===== config.mk =====
export PLATFORM = sky130hd
export DESIGN_NAME = vga_timing_gen_flat
export DESIGN_NICKNAME = d
export VERILOG_FILES = /design/src/rtl/vga_pkg.sv /design/src/rtl/vga_timing_gen_if.sv /design/src/rtl/vga_delay_line.sv /design/src/rtl/vga_timing_gen.sv /design/src/flat_wrapper.sv
export SDC_FILE = /design/constraint.sdc
export NUM_CORES = 1
export LEC_CHECK = 0
export BUFFER_PORTS_ARGS = -buffer_cell sky130_fd_sc_hd__buf_2
export CORE_MARGIN = 3
export CORE_UTILIZATION = 40
export CTS_CLUSTER_SIZE = 20
export DETAILED_ROUTE_END_ITERATION = 12
export PLACE_DENSITY = 0.68
export SLEW_MARGIN = 20
export SYNTH_ARGS = -nofsm -noshare
export SYNTH_HDL_FRONTEND = slang
export SYNTH_SLANG_ARGS = --single-unit

===== constraint.sdc =====
create_clock -name VGA_CLK -period 2.2 [get_ports VGA_CLK]
set_input_delay 0.33 -clock VGA_CLK [delete_from_list [all_inputs] [get_ports VGA_CLK]]
set_output_delay 0.33 -clock VGA_CLK [all_outputs]
set_load 0.02 [all_outputs]

===== src/rtl/vga_pkg.sv =====
// Shared types, default 640x480 timings and timing helpers for the VGA raster generator.
package vga_pkg;

    localparam int unsigned VGA_HDISP_640  = 640;
    localparam int unsigned VGA_HFP_640    = 16;
    localparam int unsigned VGA_HPULSE_640 = 96;
    localparam int unsigned VGA_HBP_640    = 48;
    localparam int unsigned VGA_VDISP_480  = 480;
    localparam int unsigned VGA_VFP_480    = 11;
    localparam int unsigned VGA_VPULSE_480 = 2;
    localparam int unsigned VGA_VBP_480    = 31;

    typedef enum logic [1:0] {PH_DISP, PH_FP, PH_PULSE, PH_BP} vga_phase_t;

    // Sync/blank bundle carried through the alignment pipeline
    typedef struct packed {
        logic hs;
        logic vs;
        logic blank;
    } vga_sync_t;

    function automatic int unsigned vga_total(input int unsigned disp, input int unsigned fp,
                                              input int unsigned pulse, input int unsigned bp);
        return disp + fp + pulse + bp;
    endfunction

    // Region of one axis for a counter value; back porch runs to the end of the period
    function automatic vga_phase_t vga_phase(input int unsigned cnt, input int unsigned disp,
                                             input int unsigned fp, input int unsigned pulse);
        if (cnt < disp)
            return PH_DISP;
        if (cnt < disp + fp)
            return PH_FP;
        if (cnt < disp + fp + pulse)
            return PH_PULSE;
        return PH_BP;
    endfunction

endpackage


===== src/rtl/vga_timing_gen_if.sv =====
// Pixel request bus from the timing generator to the frame-buffer / pattern source.
interface vga_timing_gen_if
    import vga_pkg::*;
#(
    parameter int unsigned XW = $clog2(VGA_HDISP_640),
    parameter int unsigned YW = $clog2(VGA_VDISP_480)
);
    logic          REQ;
    logic [XW-1:0] X;
    logic [YW-1:0] Y;
    logic          LINE_START;
    logic          FRAME_START;

    modport master (output REQ, X, Y, LINE_START, FRAME_START);
    modport slave  (input  REQ, X, Y, LINE_START, FRAME_START);
endinterface


===== src/rtl/vga_delay_line.sv =====
// Enable-gated shift register of DEPTH stages; DEPTH=0 is a straight wire.
module vga_delay_line #(
    parameter int unsigned     DEPTH   = 0,
    parameter int unsigned     W       = 1,
    parameter logic [W-1:0]    RST_VAL = '0
) (
    input  logic         VGA_CLK,
    input  logic         RST,
    input  logic         EN,
    input  logic [W-1:0] d_i,
    output logic [W-1:0] q_o
);

    if (DEPTH == 0) begin : g_bypass
        logic unused_c;
        assign unused_c = ^{VGA_CLK, RST, EN};
        assign q_o      = d_i;
    end else begin : g_shift
        logic [W-1:0] stage_q [DEPTH];

        always_ff @(posedge VGA_CLK) begin
            if (RST) begin
                for (int i = 0; i < int'(DEPTH); i++)
                    stage_q[i] <= RST_VAL;
            end else if (EN) begin
                stage_q[0] <= d_i;
                for (int i = 1; i < int'(DEPTH); i++)
                    stage_q[i] <= stage_q[i-1];
            end
        end

        assign q_o = stage_q[DEPTH-1];
    end

endmodule


===== src/rtl/vga_timing_gen.sv =====
// Parametrised VGA raster timing generator with pixel request bus and pipeline-aligned syncs.
// Optional 16-bit frame counter output when VGA_FRAME_CNT_EN is defined.
module vga_timing_gen
    import vga_pkg::*;
#(
    parameter int unsigned HDISP  = VGA_HDISP_640,
    parameter int unsigned HFP    = VGA_HFP_640,
    parameter int unsigned HPULSE = VGA_HPULSE_640,
    parameter int unsigned HBP    = VGA_HBP_640,
    parameter int unsigned VDISP  = VGA_VDISP_480,
    parameter int unsigned VFP    = VGA_VFP_480,
    parameter int unsigned VPULSE = VGA_VPULSE_480,
    parameter int unsigned VBP    = VGA_VBP_480,
    parameter bit          HS_POL = 1'b0,
    parameter bit          VS_POL = 1'b0,
    parameter int unsigned PIPE   = 0
) (
    input  logic             VGA_CLK,
    input  logic             RST,
    input  logic             EN,
    vga_timing_gen_if.master pix,
    output logic             VGA_HS,
    output logic             VGA_VS,
    output logic             VGA_BLANK,
    output logic             VGA_SYNC
`ifdef VGA_FRAME_CNT_EN
    ,
    output logic [15:0]      FRAME_CNT
`endif
);

    localparam int unsigned HTOTAL = vga_total(HDISP, HFP, HPULSE, HBP);
    localparam int unsigned VTOTAL = vga_total(VDISP, VFP, VPULSE, VBP);
    localparam int unsigned HCW    = $clog2(HTOTAL);
    localparam int unsigned VCW    = $clog2(VTOTAL);
    localparam int unsigned XW     = (HDISP > 1) ? $clog2(HDISP) : 1;
    localparam int unsigned YW     = (VDISP > 1) ? $clog2(VDISP) : 1;

    localparam vga_sync_t SYNC_IDLE = '{hs: ~HS_POL, vs: ~VS_POL, blank: 1'b0};

    if (HDISP < 1 || HFP < 1 || HPULSE < 1 || HBP < 1 ||
        VDISP < 1 || VFP < 1 || VPULSE < 1 || VBP < 1 || PIPE > 7) begin : g_bad_cfg
        $error("vga_timing_gen: timing parameters must be >= 1 and PIPE <= 7");
    end

    logic [HCW-1:0] hcnt_q, hcnt_d;
    logic [VCW-1:0] vcnt_q, vcnt_d;
    logic           req_q, req_d;
    logic [XW-1:0]  x_q, x_d;
    logic [YW-1:0]  y_q, y_d;
    logic           ls_q, ls_d;
    logic           fs_q, fs_d;
    vga_sync_t      sync_q, sync_d, sync_dly;
    vga_phase_t     h_ph, v_ph;

    // Raster position: hcnt wraps every line, vcnt advances on that wrap
    always_comb begin
        hcnt_d = hcnt_q + HCW'(1);
        vcnt_d = vcnt_q;
        if (hcnt_q == HCW'(HTOTAL - 1)) begin
            hcnt_d = '0;
            if (vcnt_q == VCW'(VTOTAL - 1))
                vcnt_d = '0;
            else
                vcnt_d = vcnt_q + VCW'(1);
        end
    end

    // Request and sync decode of the current counter position
    always_comb begin
        h_ph = vga_phase(32'(hcnt_q), HDISP, HFP, HPULSE);
        v_ph = vga_phase(32'(vcnt_q), VDISP, VFP, VPULSE);

        req_d = (h_ph == PH_DISP) && (v_ph == PH_DISP);
        x_d   = '0;
        y_d   = '0;
        if (req_d) begin
            x_d = XW'(hcnt_q);
            y_d = YW'(vcnt_q);
        end
        ls_d = req_d && (hcnt_q == '0);
        fs_d = ls_d && (vcnt_q == '0);

        sync_d.hs    = (h_ph == PH_PULSE) ? HS_POL : ~HS_POL;
        sync_d.vs    = (v_ph == PH_PULSE) ? VS_POL : ~VS_POL;
        sync_d.blank = req_d;
    end

    always_ff @(posedge VGA_CLK) begin
        if (RST) begin
            hcnt_q <= '0;
            vcnt_q <= '0;
            req_q  <= 1'b0;
            x_q    <= '0;
            y_q    <= '0;
            ls_q   <= 1'b0;
            fs_q   <= 1'b0;
            sync_q <= SYNC_IDLE;
        end else if (EN) begin
            hcnt_q <= hcnt_d;
            vcnt_q <= vcnt_d;
            req_q  <= req_d;
            x_q    <= x_d;
            y_q    <= y_d;
            ls_q   <= ls_d;
            fs_q   <= fs_d;
            sync_q <= sync_d;
        end
    end

    // Extra stages so syncs line up with pixel data returned PIPE cycles after REQ
    vga_delay_line #(
        .DEPTH   (PIPE),
        .W       ($bits(vga_sync_t)),
        .RST_VAL (SYNC_IDLE)
    ) u_sync_dly (
        .VGA_CLK (VGA_CLK),
        .RST     (RST),
        .EN      (EN),
        .d_i     (sync_q),
        .q_o     (sync_dly)
    );

    assign pix.REQ         = req_q;
    assign pix.X           = x_q;
    assign pix.Y           = y_q;
    assign pix.LINE_START  = ls_q;
    assign pix.FRAME_START = fs_q;

    assign VGA_HS    = sync_dly.hs;
    assign VGA_VS    = sync_dly.vs;
    assign VGA_BLANK = sync_dly.blank;
    assign VGA_SYNC  = 1'b0;

`ifdef VGA_FRAME_CNT_EN
    logic [15:0] fcnt_q, fcnt_d;
    logic        seen_q, seen_d;

    // First frame after reset reports 0; later frame starts count up
    always_comb begin
        fcnt_d = fcnt_q;
        seen_d = seen_q;
        if (fs_d) begin
            seen_d = 1'b1;
            if (seen_q)
                fcnt_d = fcnt_q + 16'd1;
        end
    end

    always_ff @(posedge VGA_CLK) begin
        if (RST) begin
            fcnt_q <= '0;
            seen_q <= 1'b0;
        end else if (EN) begin
            fcnt_q <= fcnt_d;
            seen_q <= seen_d;
        end
    end

    assign FRAME_CNT = fcnt_q;
`endif

endmodule

===== src/flat_wrapper.sv =====
// flat-port wrapper written by rule: the top's interface ports become plain ports
module vga_timing_gen_flat import vga_pkg::*;
#(
    parameter int unsigned HDISP  = VGA_HDISP_640,
    parameter int unsigned HFP    = VGA_HFP_640,
    parameter int unsigned HPULSE = VGA_HPULSE_640,
    parameter int unsigned HBP    = VGA_HBP_640,
    parameter int unsigned VDISP  = VGA_VDISP_480,
    parameter int unsigned VFP    = VGA_VFP_480,
    parameter int unsigned VPULSE = VGA_VPULSE_480,
    parameter int unsigned VBP    = VGA_VBP_480,
    parameter bit          HS_POL = 1'b0,
    parameter bit          VS_POL = 1'b0,
    parameter int unsigned PIPE   = 0
)
  (VGA_CLK, RST, EN, VGA_HS, VGA_VS, VGA_BLANK, VGA_SYNC, pix_REQ, pix_X, pix_Y, pix_LINE_START, pix_FRAME_START);
  vga_timing_gen_if pix_i ();
  input  logic VGA_CLK;
  input  logic RST;
  input  logic EN;
  output logic VGA_HS;
  output logic VGA_VS;
  output logic VGA_BLANK;
  output logic VGA_SYNC;
  output wire logic [$bits(pix_i.REQ)-1:0] pix_REQ;
  output wire logic [$bits(pix_i.X)-1:0] pix_X;
  output wire logic [$bits(pix_i.Y)-1:0] pix_Y;
  output wire logic [$bits(pix_i.LINE_START)-1:0] pix_LINE_START;
  output wire logic [$bits(pix_i.FRAME_START)-1:0] pix_FRAME_START;
  assign pix_REQ = pix_i.REQ;
  assign pix_X = pix_i.X;
  assign pix_Y = pix_i.Y;
  assign pix_LINE_START = pix_i.LINE_START;
  assign pix_FRAME_START = pix_i.FRAME_START;
  vga_timing_gen #(.HDISP(HDISP), .HFP(HFP), .HPULSE(HPULSE), .HBP(HBP), .VDISP(VDISP), .VFP(VFP), .VPULSE(VPULSE), .VBP(VBP), .HS_POL(HS_POL), .VS_POL(VS_POL), .PIPE(PIPE)) u_core (.VGA_CLK(VGA_CLK), .RST(RST), .EN(EN), .pix(pix_i), .VGA_HS(VGA_HS), .VGA_VS(VGA_VS), .VGA_BLANK(VGA_BLANK), .VGA_SYNC(VGA_SYNC));
endmodule

==> results_dict.tcl <==
set metrics [dict create \
    wl_met2_um 1700 \
    p_int_mw 1.16 \
    io_pins 29 \
    htreeDepth 2 \
    final_layout_size_suffix_gt1_frac 0.186 \
    place.gp.congestion 0.832 \
    p_sw_mw 0.327 \
    fmax_ghz 0.486 \
    hold_depth 2 \
    synth_top_area_frac 0.459 \
    synth_nets 223 \
    syn_avg_cell_area_um2 8.92 \
    setup_viol 0 \
    r2r_slack_ns 0.14 \
    crit_type "register to register" \
    wl_per_cell_um 14.4 \
    fin_crit_sh 0.935 \
    hp-start "EN" \
    r2r_cells 5 \
    p_leak_nw 0.821 \
    grt_max_degree 39 \
    cap_violations 0 \
    area_growth_pct 13.1 \
    final_max_slew_viol_count 0 \
    clkLatencyLatePin_ns 0.29 \
    nNetsFinal 245 \
    top_layer_used "met4" \
    dp.cells 282 \
    rsz0062_at_grt "false" \
    final.setup.tns_ns 0 \
    vias 1598 \
    p_comb_frac 0.056 \
    antenna_left 0 \
    cts.sinks 44 \
    synth-seq-cells 44 \
    drc 0 \
    antenna_found_initial 0 \
    status "completed" \
    wl_um 4140 \
    path_clk_slew_ns 0.08 \
    yosysUniqueCellTypes 37 \
    grt_overflow 0 \
    crit_fanout 9 \
    portBuffers 27 \
    n_antenna_cell 0 \
    dp_hpwl_um 2790 \
    via_per_inst 5.55 \
    grtUsageTotal 0.151 \
    final_common_cell "dfxtp_1" \
    yosys_warnings 0 \
    syn_area_um2 1920 \
    tritoncts "done" \
    grt_pass1_wl_um 6550 \
    cts_buffers 5 \
    required_ns 2.43 \
    ctsLongestPathBuffers 2 \
    seqPwrFrac 0.549 \
    first_global_vias 1395 \
    drt_iter0_drc 90 \
    route.met3.wl_um 224 \
    fin_crit_ns 2.06 \
    hold_end "u_core.pix.FRAME_START" \
    syn_inst 215 \
    ir_drop_v 0.000275 \
    fp.dieArea_um2 5660 \
    fin_cells 288 \
    power_density_nw_per_um2 685 \
    startpoint_type "register" \
    clockPowerShare 0.394 \
    switching_share 0.220 \
    dieHeight_um 75.2 \
    reg2reg_to "u_core.vcnt_q[6]" \
    yosys.area.top_type "dfxtp_1" \
    synth_area_leaders "dfxtp_1, a22oi_1, nor2_1, ha_1, xor2_1" \
    firstDrtPassIters 4 \
    r2r_start "u_core.hcnt_q[0]" \
    fp-row-count 24 \
    ys_seq_area_frac 0.459 \
    arrival_ns 2.29 \
    timing.slew.headroom 0.499 \
    end_kind "register" \
    drt-met1-wl_um 2150 \
    final_cell_mix "dfxtp_1, nor2_1, buf_2" \
    cts_root_buf "clkbuf_8" \
    max_slew.worst_pin.slew_ns 0.751 \
    coreArea_um2 4500 \
    hold_class "primary input to register" \
    die_x_um 75.2 \
    clock_skew_ns 0.00342 \
    hold_viol 0 \
    start_util 0.426 \
]
[flip-flops by register name, summed over array words and instances, names as in the netlist]
name / cells
u_core.pix.X: 10
u_core.pix.FRAME_START: 1
u_core.hcnt_q: 10
u_core.vcnt_q: 10
u_core.sync_q: 3
u_core.pix.LINE_START: 1
u_core.pix.Y: 9
[worst max path at each step]
| stage | startpoint | end | depth (start not counted) |
|---|---|---|---|
| after floorplan | u_core.hcnt_q[0] | u_core.vcnt_q[5] | 6 |
| after global placement | u_core.hcnt_q[0] | u_core.vcnt_q[6] | 5 |
| after detailed placement | u_core.hcnt_q[0] | u_core.vcnt_q[5] | 5 |
| after CTS | u_core.hcnt_q[0] | u_core.vcnt_q[6] | 5 |
| after global routing | u_core.hcnt_q[0] | u_core.vcnt_q[6] | 5 |
| final | u_core.hcnt_q[0] | u_core.vcnt_q[6] | 5 |
[Yosys cell counts]
cell type,n
dfxtp_1,44
nor2_1,30
a22oi_1,19
a21oi_1,10
nand2_1,10
nand3_1,10
clkbuf_1,9
nor3_1,9
inv_1,8
xor2_1,6
ha_1,5
nor4_1,5
xnor2_1,5
nand4_1,4
and4_1,3
buf_2,3
or4_1,3
or4b_2,3
and3_1,2
buf_4,2
buf_6,2
mux2i_1,2
nor4b_1,2
o21ai_0,2
o21bai_1,2
o31ai_1,2
o41ai_1,2
or3_1,2
a211o_1,1
and4b_1,1
clkbuf_2,1
conb_1,1
nand4b_1,1
o32ai_1,1
or2_1,1
or2_2,1
or3_4,1
[what timing repair did]
item,CTS,global route
resized for setup,0,1
hold buffers,0,0
endpoints found under the setup margin,0,1
buffers inserted,0,0
hold endpoints to repair,0,0
[metal layers]
layer  vias to the layer above  GRT usage
li1                        810          -
met1                       737      0.210
met2                        46      0.221
met3                         5     0.0467
met4                         0     0.0524
met5                         -          0
[through the flow]
stage                     utilization  cell area [µm²]  worst slack [ns]  hold WS [ns]  total power, mW
after floorplan                     -             1920             0.285         0.472            0.897
after CTS                       0.480             2160             0.166         0.419             1.50
after global routing            0.482             2170           0.00655         0.421             1.54
after global placement          0.458             2060             0.242         0.447            0.917
final                           0.482             2170             0.142         0.417             1.49
after detailed placement        0.458             2060             0.205         0.454            0.919
[cell families after synthesis]
kind of cell             count (synthesis)  synth area share
other                                    1           0.00196
multiplexers                             2            0.0104
AO/OA/AOI/OAI                           39             0.140
buffers and inverters                   25            0.0633
adder cells (fa/ha/maj)                  5            0.0326
flip-flops                              44             0.459
XOR/XNOR                                11            0.0502
AND/OR/NAND/NOR                         88             0.243
[power groups by stage]
stage / clock network, mW / logic, mW / registers, mW
after CTS: 0.597 / 0.0844 / 0.816
after detailed placement: 0 / 0.0838 / 0.835
after global routing: 0.626 / 0.0931 / 0.818
after floorplan: 0 / 0.0536 / 0.843
final: 0.586 / 0.0837 / 0.816
after global placement: 0 / 0.0833 / 0.834
[final cells by class]
| type | count | area, µm² |
|---|---|---|
| Tap cell | 52 | 65.1 |
| Multi-Input combinational cell | 146 | 922 |
| Sequential cell | 44 | 881 |
| Timing Repair Buffer | 32 | 173 |
| Clock buffer | 5 | 68.8 |
| Clock inverter | 1 | 30.0 |
| Inverter | 8 | 30.0 |
| Fill cell | 441 | 2330 |
[worst max-delay path, stage by stage (launching register included)]
cell and delay (ns):
dfxtp_1 0.41, ha_1 0.22, nand4_1 0.25, or3_4 0.46, or4_1 0.51, a21oi_1 0.15
Note: power is estimated with default switching activity, not from simulation.
